<file path="config.mk">
export PLATFORM = sky130hd
export DESIGN_NAME = pwm_decoder
export DESIGN_NICKNAME = d
export VERILOG_FILES = /design/src/rtl/pwm_decoder.sv
export SDC_FILE = /design/constraint.sdc
export NUM_CORES = 1
export LEC_CHECK = 0
export CAP_MARGIN = 20
export CORE_MARGIN = 3
export CORE_UTILIZATION = 54
export DETAILED_ROUTE_END_ITERATION = 6
export PLACE_DENSITY = 0.75
export SLEW_MARGIN = 30
export SYNTH_ARGS = -nofsm -noshare
export SYNTH_HDL_FRONTEND = slang
export SYNTH_SLANG_ARGS = --single-unit
</file>
<file path="constraint.sdc">
create_clock -name clk -period 2.75 [get_ports clk]
set_input_delay 0.55 -clock clk [delete_from_list [all_inputs] [get_ports clk]]
set_output_delay 0.55 -clock clk [all_outputs]
set_load 0.03 [all_outputs]
</file>
<file path="src/rtl/pwm_decoder.sv">
// Recovers the duty value of a fixed-period PWM line: measures high cycles per period,
// flags off-nominal periods and reports a static level when the line stops toggling.
module pwm_decoder #(
  parameter int PERIOD  = 256,
  parameter int TOL     = 4,
  parameter int TIMEOUT = 1024,
  parameter int CW      = 16
) (
  input  logic       clk,
  input  logic       reset,
  input  logic       pwm_in,
  output logic [7:0] control_value,
  output logic       valid,
  output logic       period_error,
  output logic       static_level
);

  typedef enum logic [1:0] {IDLE, MEASURE, STATIC} state_t;

  localparam logic [CW-1:0]          TO_C     = CW'(TIMEOUT);
  localparam logic signed [CW+1:0]   PERIOD_S = (CW+2)'(PERIOD);
  localparam logic signed [CW+1:0]   TOL_S    = (CW+2)'(TOL);

  state_t        state, state_nxt;
  logic          pwm_meta, pwm_s, pwm_d;
  logic          rise, at_timeout;
  logic [CW-1:0] p_cnt, h_cnt;
  logic [7:0]    cv_nxt;
  logic          valid_nxt, err_nxt, static_nxt;

  function automatic logic in_tol(input logic [CW-1:0] p);
    logic signed [CW+1:0] diff;
    diff = $signed({2'b00, p}) - PERIOD_S;
    if (diff < 0) diff = -diff;
    return (diff <= TOL_S);
  endfunction

  function automatic logic [7:0] sat8(input logic [CW-1:0] h);
    return (h > CW'(255)) ? 8'hFF : h[7:0];
  endfunction

  assign rise       = pwm_s & ~pwm_d;
  assign at_timeout = (p_cnt == TO_C);

  always_ff @(posedge clk or negedge reset) begin
    if (!reset) state <= IDLE;
    else        state <= state_nxt;
  end

  always_comb begin
    state_nxt  = state;
    cv_nxt     = control_value;
    valid_nxt  = 1'b0;
    err_nxt    = 1'b0;
    static_nxt = static_level;
    case (state)
      IDLE: begin
        if (rise) begin
          state_nxt = MEASURE;
        end else if (at_timeout) begin
          state_nxt  = STATIC;
          cv_nxt     = pwm_s ? 8'hFF : 8'h00;
          valid_nxt  = 1'b1;
          static_nxt = 1'b1;
        end
      end
      MEASURE: begin
        // A rise coinciding with a saturated counter is always an out-of-tolerance window.
        if (rise) begin
          if (in_tol(p_cnt) && !at_timeout) begin
            cv_nxt    = sat8(h_cnt);
            valid_nxt = 1'b1;
          end else begin
            err_nxt = 1'b1;
          end
        end else if (at_timeout) begin
          state_nxt  = STATIC;
          cv_nxt     = pwm_s ? 8'hFF : 8'h00;
          valid_nxt  = 1'b1;
          static_nxt = 1'b1;
        end
      end
      STATIC: begin
        if (rise) begin
          state_nxt  = MEASURE;
          static_nxt = 1'b0;
        end
      end
      default: state_nxt = IDLE;
    endcase
  end

  // Synchronizer, edge-delay flop, window counters and registered outputs
  always_ff @(posedge clk or negedge reset) begin
    if (!reset) begin
      pwm_meta      <= 1'b0;
      pwm_s         <= 1'b0;
      pwm_d         <= 1'b0;
      p_cnt         <= '0;
      h_cnt         <= '0;
      control_value <= 8'h00;
      valid         <= 1'b0;
      period_error  <= 1'b0;
      static_level  <= 1'b0;
    end else begin
      pwm_meta      <= pwm_in;
      pwm_s         <= pwm_meta;
      pwm_d         <= pwm_s;
      control_value <= cv_nxt;
      valid         <= valid_nxt;
      period_error  <= err_nxt;
      static_level  <= static_nxt;
      // The rise cycle is the first cycle of the new window, and it is always high.
      if (rise) begin
        p_cnt <= CW'(1);
        h_cnt <= CW'(1);
      end else begin
        if (p_cnt != TO_C)          p_cnt <= p_cnt + CW'(1);
        if (pwm_s && h_cnt != TO_C) h_cnt <= h_cnt + CW'(1);
      end
    end
  end

endmodule

</file>
**Yosys cells after proc, flatten, opt, wreduce, memory -nomap -nowiden**

Index checks and enable logic that the tools add are counted.

- Register bits after elaboration: 48
- Input port bits: 3
- Output and inout port bits: 11
- Word-level logic and storage cells: 73

- $add $sub $neg: 4
- Magnitude comparators: 3
- Equality and inequality tests: 11
- Multiplexer cells: 31
- Bitwise logic cells: 2
- Reductions and logical operators: 12

Operators by type and width:

| kind | number |
|---|---|
| $mux W16 | 4 |
| $mux W18 | 3 |
| $mux W8 | 6 |
| $add A16 B1 Y16 const B | 2 |
| $ne A16 B11 Y1 const B | 2 |
| $le A18 B4 Y1 const B | 1 |
| $neg A17 Y18 | 1 |
| $lt A17 B1 Y1 const B | 1 |
| $sub A16 B9 Y17 const B | 1 |
| $eq A16 B11 Y1 const B | 1 |
| $gt A16 B8 Y1 const B | 1 |
| $pmux W8 S2 | 1 |
| $mux W1 | 10 |
| $mux W2 | 4 |
| $ne A2 B2 Y1 const B | 4 |
| $reduce_bool A2 Y1 | 4 |
| $pmux W2 S3 | 1 |
| $pmux W1 S2 | 2 |
| $reduce_and A4 Y1 | 1 |
| $ne A3 B3 Y1 const B | 1 |
| $reduce_and A3 Y1 | 1 |
| $eq A2 B1 Y1 const B | 1 |
| $eq A2 B2 Y1 const B | 1 |
| $logic_and A1 B1 Y1 | 2 |
| 7 further kinds | 7 |

**Logic depth before layout (Yosys ltp)**

- Depth in word-level cells: 10
- Depth in mapped cells: 10
- Mapped depth without buffers: 9

**Least setup slack after synthesis**

OpenSTA, ideal clock, no wires.

- Kind: reg-to-reg
- Start: register p_cnt[8]
- End: register control_value[1]
- Library setup time: 0.132 ns
- Data arrival time: 2.618 ns
- Data required time: 2.618 ns
- Slack: 0.001 ns
- Cell stages (with the launch flop): 11
- Path buffers: 1
- Period minus slack after synthesis: 2.749 ns
- Cells stage by stage: dfrtp_1 -> inv_1 -> ha_1 -> or3b_2 -> clkbuf_1 -> or4_1 -> a21oi_2 -> a2111oi_4 -> and4_1 -> a211oi_1 -> nor3_1

- Word-level cells in the longest chain between the ends: 9

RTL lines:

| item | RTL line | RTL |
|---|---|---|
| start, declared | 27 | `logic [CW-1:0] p_cnt, h_cnt;` |
| start signal, assigned | 118 | `if (p_cnt != TO_C) p_cnt <= p_cnt + CW'(1);` |
| $sub A16 B9 Y17 | 33 | `diff = $signed({2'b00, p}) - PERIOD_S;` |
| $neg A17 Y18 or $lt A17 B1 Y1 (tied branches) | 34 | `if (diff < 0) diff = -diff;` |
| $mux W18 | 34 |  |
| $mux W18 | 69 | `if (rise) begin` |
| $mux W18 | 56 | `case (state)` |
| $le A18 B4 Y1 | 35 | `return (diff <= TOL_S);` |
| $logic_and A1 B1 Y1 | 70 | `if (in_tol(p_cnt) && !at_timeout) begin` |
| $ne A3 B3 Y1 (no source line) | n/a |  |
| $reduce_and A3 Y1 (no source line) | n/a |  |
| end signal, assigned | 109 | `control_value <= cv_nxt;` |
| end, declared | 12 | `output logic [7:0] control_value,` |

Several ways; a longest one is shown, not always the timed one. The select of a mux whose other input is x is not followed.
A chain may end at the register's enable or synchronous reset.

**Worst setup path in the final report**

- Start: register p_cnt[8]
- End: register valid

- Word-level cells in the longest chain between the ends: 10

RTL lines:

| item | RTL line | RTL |
|---|---|---|
| $sub A16 B9 Y17 | 33 |  |
| $neg A17 Y18 or $lt A17 B1 Y1 (tied branches) | 34 |  |
| $mux W18 | 34 |  |
| $mux W18 | 69 |  |
| $mux W18 | 56 |  |
| $le A18 B4 Y1 | 35 |  |
| $logic_and A1 B1 Y1 | 70 |  |
| $mux W1 | 70 |  |
| $mux W1 | 69 |  |
| $pmux W1 S2 * | 56 |  |
| named net valid_nxt | 29 | `logic valid_nxt, err_nxt, static_nxt;` |
| end signal, assigned | 110 | `valid <= valid_nxt;` |
| end, declared | 13 | `output logic valid,` |

The timed path passes the listed nets; every way through them passes the cells marked *. The select of a mux whose other input is x is not followed.

==> results_tabular.tex <==
\begin{tabular}{lr}
\hline
Metric & Value \\
\hline
\multicolumn{2}{l}{\textbf{Run status}} \\
Outcome & complete, no violations \\
\multicolumn{2}{l}{\textbf{Synthesis}} \\
Fraction of the mapped netlist area in adder cells & 3.40\% \\
Most frequently used flop master after synthesis & sky130\_fd\_sc\_hd\_\_dfrtp\_1 \\
Largest area contributor in the netlist & sky130\_fd\_sc\_hd\_\_dfrtp\_1 \\
Number of synthesis warnings & 0 \\
Share of synthesized flip-flops with an asynchronous set or reset & 100\% \\
Register bit total from synthesis & 48 \\
Largest cells by area after synthesis & sky130\_fd\_sc\_hd\_\_dfrtp\_1 41\%, sky130\_fd\_sc\_hd\_\_nor2\_1 5.5\%, sky130\_fd\_sc\_hd\_\_xor2\_1 4.8\% \\
Count of flip-flops with a built-in enable after synthesis & 0 \\
Post-synthesis share of cell area spent on xor and xnor gates & 8.04\% \\
Avg Cell Area, Syn & 8.92 sq um \\
Sequential share of the synthesized area & 40.8\% \\
Mapped Nets & 341 \\
Syn Std Cell Area & 2940 sq um \\
List of most frequent post-synthesis cells & 48 x sky130\_fd\_sc\_hd\_\_dfrtp\_1, 43 x sky130\_fd\_sc\_hd\_\_nor2\_1, 21 x sky130\_fd\_sc\_hd\_\_nand2\_1 \\
Netlist cell types & 56 \\
Most frequently used cell type in the post-synthesis netlist & sky130\_fd\_sc\_hd\_\_dfrtp\_1 \\
Complex-gate fraction of the synthesized area & 14.2\% \\
Synthesized-area fraction occupied by and/or/nand/nor cells & 27.6\% \\
Proportion of synthesized area in mux cells & 0.765\% \\
Combinational family with the most area after synthesis & simple AND/OR/NAND/NOR gates \\
Syn Inst Count & 330 \\
Top-area cell type share of the netlist area & 40.8\% \\
\multicolumn{2}{l}{\textbf{Power and ir drop}} \\
Peak ir drop on the vdd network & 0.350 mV \\
Leakage power & 1.48 nW \\
Power per unit of standard cell area & 490 nW/um\^{}2 \\
Total power consumption of the routed design & 1.67 mW \\
\multicolumn{2}{l}{\textbf{Floorplanning}} \\
I/O pins & 14 \\
Floorplan row count & 26 \\
Die Wd & 79.8 um \\
Die ar. & 6370 sq um \\
Die boundary height & 79.8 um \\
CORE AREA & 5200 sq um \\
Initial Util & 56.5\% \\
\multicolumn{2}{l}{\textbf{Worst setup path}} \\
Critical-path maximum fanout & 7 \\
Standard cell with the maximum stage delay on the critical path & sky130\_fd\_sc\_hd\_\_or3b\_4 \\
Sort of element at the start of the critical path & flop \\
Reg-to-reg startpoint & p\_cnt[8] \\
CP Class & reg2reg \\
Worst EP required & 2.99 ns \\
R2R Setup Slk & 0.11 ns \\
Start point of the critical path & p\_cnt[8] \\
Worst Path Arrival & 2.88 ns \\
Max stage delay on crit path & 0.45 ns \\
Worst reg2reg path endpoint & valid \\
Destination of the critical timing path & valid \\
Worst reg-to-reg path cell count & 11 \\
Critical path endpoint category & flop \\
Cells traversed along the worst timing path & inv\_1 -> ha\_1 -> or3b\_4 -> a311oi\_2 -> a31oi\_1 -> nor4b\_2 -> buf\_4 -> buf\_4 -> nand4\_1 -> nor3\_1 -> o21ba\_1 \\
Cell mode on critical path & sky130\_fd\_sc\_hd\_\_buf\_4 \\
\multicolumn{2}{l}{\textbf{Place}} \\
Gpl congestion & 0.933 \\
PortBufs & 13 \\
Worst Setup Slack post-DPL & 0.000430 ns \\
Detailed placer's ending HPWL & 4.77 mm \\
DP Area & 3240 sq um \\
\multicolumn{2}{l}{\textbf{Final layout}} \\
Ant. Diodes & 0 \\
Nets & 367 \\
Multi-input gate area in the final layout & 1660 sq um \\
Growth of design area from synthesis to finish & 16.1\% \\
FF+latch area & 1200 sq um \\
Fraction of final layout cells with drive strength greater than 1 & 15.7\% \\
Fill cell count & 443 \\
Cell area after layout & 3420 sq um \\
\multicolumn{2}{l}{\textbf{Global route}} \\
Met3 capacity usage during global routing & 3.84\% \\
GRT busiest layer & met2 \\
First-pass GRT wire length & 11.4 mm \\
Number of antenna violations at the first check in global routing & 0 \\
Remaining Overflow, GRT & 0 \\
Aggregate global-route resource usage & 22.6\% \\
Met1 usage & 29.9\% \\
Via count of the first global-routing pass & 2472 \\
Largest net degree at the start of global routing & 25 \\
Met2 capacity usage during global routing & 36.9\% \\
\multicolumn{2}{l}{\textbf{CTS}} \\
Number of sinks driven by the clock tree & 48 \\
Clock tree from TritonCTS & done \\
\# H-tree levels & 2 \\
Root Buffer & sky130\_fd\_sc\_hd\_\_clkbuf\_8 \\
Clock Path Buffers & 2 \\
Total CTS buffers & 5 \\
Clock-pin slew on the worst setup and hold paths & 0.08 ns \\
Clk Latency, worst-skew pair & 0.30 ns \\
\multicolumn{2}{l}{\textbf{Timing}} \\
Unrepaired setup endpoints after global routing & yes \\
Slew at the pin with the worst max-slew slack & 0.708 ns \\
Final count of negative-setup-slack endpoints & 0 \\
Final count of hold timing violations & 0 \\
FMAX & 0.378 GHz \\
Final max-slew violation count & 0 \\
Worst clock skew on the final layout & 0.00806 ns \\
Share of the cycle needed by the critical path after routing & 96.1\% \\
Worst Hold Margin & 0.125 ns \\
Total Negative Setup Slacks & 0 ns \\
Shortest period the worst path allows & 2.64 ns \\
Final Worst Setup Slack & 0.107 ns \\
Rel. slew slack & 52.6\% \\
\multicolumn{2}{l}{\textbf{Drt}} \\
DRT Wirelength & 6.65 mm \\
Antenna Nets Post-Route & 0 \\
Via count & 2534 \\
Number of design rule violations left after detail routing & 0 \\
Iteration-0 DRC Markers & 118 \\
Ratio of routed vias to standard cells & 5.93 \\
Mean routed wirelength per cell & 15.6 um \\
TritonRoute pass-1 iters & 5 \\
\multicolumn{2}{l}{\textbf{Flow run}} \\
Max-cap violations & 0 \\
\multicolumn{2}{l}{\textbf{Min path}} \\
Class of the tightest hold or removal check & in2async \\
\hline
\end{tabular}
layer usage:
| layer | wire, um | share of wire, % | up-vias |
|---|---|---|---|
| li1 | - | - | 1233 |
| met1 | 2870 | 43 | 1196 |
| met2 | 3290 | 49 | 87 |
| met3 | 335 | 5.0 | 18 |
| met4 | 156 | 2.3 | 0 |
| met5 | 0 | 0 | - |
cell families after synthesis:
family,count (synthesis)
AOI/OAI and AO/OA,57
muxes,2
DFF,48
adders and majority gates,8
buffers and inverters,36
xor gates and xnor gates,27
and+or+nand+nor,152
registers in the layout (all words and copies together), names as in the netlist:
name and flops:
valid 1, pwm_s 1, state 2, control_value 8
h_cnt 16, pwm_meta 1, pwm_d 1, period_error 1
static_level 1, p_cnt 16
worst max-delay path, delay by kind of cell, from the launching register on:
family / cells / cell delay, ns
adder cells (fa/ha/maj): 1 / 0.16
buffers and inverters: 3 / 0.36
AO/OA/AOI/OAI: 3 / 0.45
AND/OR/NAND/NOR: 4 / 1.20
flip-flops: 1 / 0.41
per-stage QoR:
step	utilization [%]	instances
2_1_floorplan	-	330
3_3_place_gp	62.2	416
3_5_place_dp	62.2	416
4_1_cts	64.1	424
5_1_grt	65.6	427
6_report	65.6	427
power by group:
part           switching (mW)  total (mW)  leakage [nW]  internal (mW)
clock network           0.220       0.425        0.0455          0.205
registers              0.0482       0.800         0.643          0.751
logic                   0.267       0.449         0.791          0.182
layout by cell type (no fill, tap or decap), types with 3 or more instances in the layout:
master	synthesis	routed
sky130_fd_sc_hd__dfrtp_1	48	48
sky130_fd_sc_hd__nor2_1	43	42
sky130_fd_sc_hd__buf_4	0	26
sky130_fd_sc_hd__nand2_1	21	21
sky130_fd_sc_hd__xor2_1	16	16
sky130_fd_sc_hd__inv_1	16	15
sky130_fd_sc_hd__or3_1	15	15
sky130_fd_sc_hd__nand4_1	13	13
sky130_fd_sc_hd__clkdlybuf4s50_1	0	12
sky130_fd_sc_hd__nand3_1	12	11
sky130_fd_sc_hd__a21oi_1	12	11
sky130_fd_sc_hd__xnor2_1	11	11
sky130_fd_sc_hd__nor3_1	8	8
sky130_fd_sc_hd__and3_1	8	8
sky130_fd_sc_hd__ha_1	8	8
sky130_fd_sc_hd__nor4_1	7	7
sky130_fd_sc_hd__o21ai_0	7	6
sky130_fd_sc_hd__clkbuf_8	0	6
sky130_fd_sc_hd__o221ai_1	6	5
sky130_fd_sc_hd__nand2b_1	3	3
sky130_fd_sc_hd__a211oi_1	3	3
sky130_fd_sc_hd__or4_1	3	3
sky130_fd_sc_hd__and2_1	3	3
sky130_fd_sc_hd__o311ai_0	3	3
sky130_fd_sc_hd__o31ai_1	3	3
what timing repair did:
action                     4_1_cts  5_1_grt
buffers inserted                 0        3
resized for setup                1       14
pin swaps                        0        4
hold buffers                     0        0
setup endpoints to repair        1       10
final cells by class:
class / count / area share (%)
timing repair buffer: 39 / 9.38
inverter: 16 / 1.76
tap: 70 / 2.56
sequential: 48 / 35.2
clock buffer: 8 / 2.64
multi-input combinational: 246 / 48.5
worst min path at each step:
stage | startpoint | cells past startpoint | slack, ns | end
after global placement | pwm_meta | 0 | 0.33 | pwm_s
final | reset | 1 | 0.13 | p_cnt[15]
after detailed placement | pwm_meta | 0 | 0.35 | pwm_s
after CTS | reset | 1 | 0.13 | p_cnt[15]
after floorplan | reset | 0 | 0.25 | control_value[0]
after global routing | reset | 1 | 0.14 | p_cnt[15]
(Power assumes the default switching activity.)
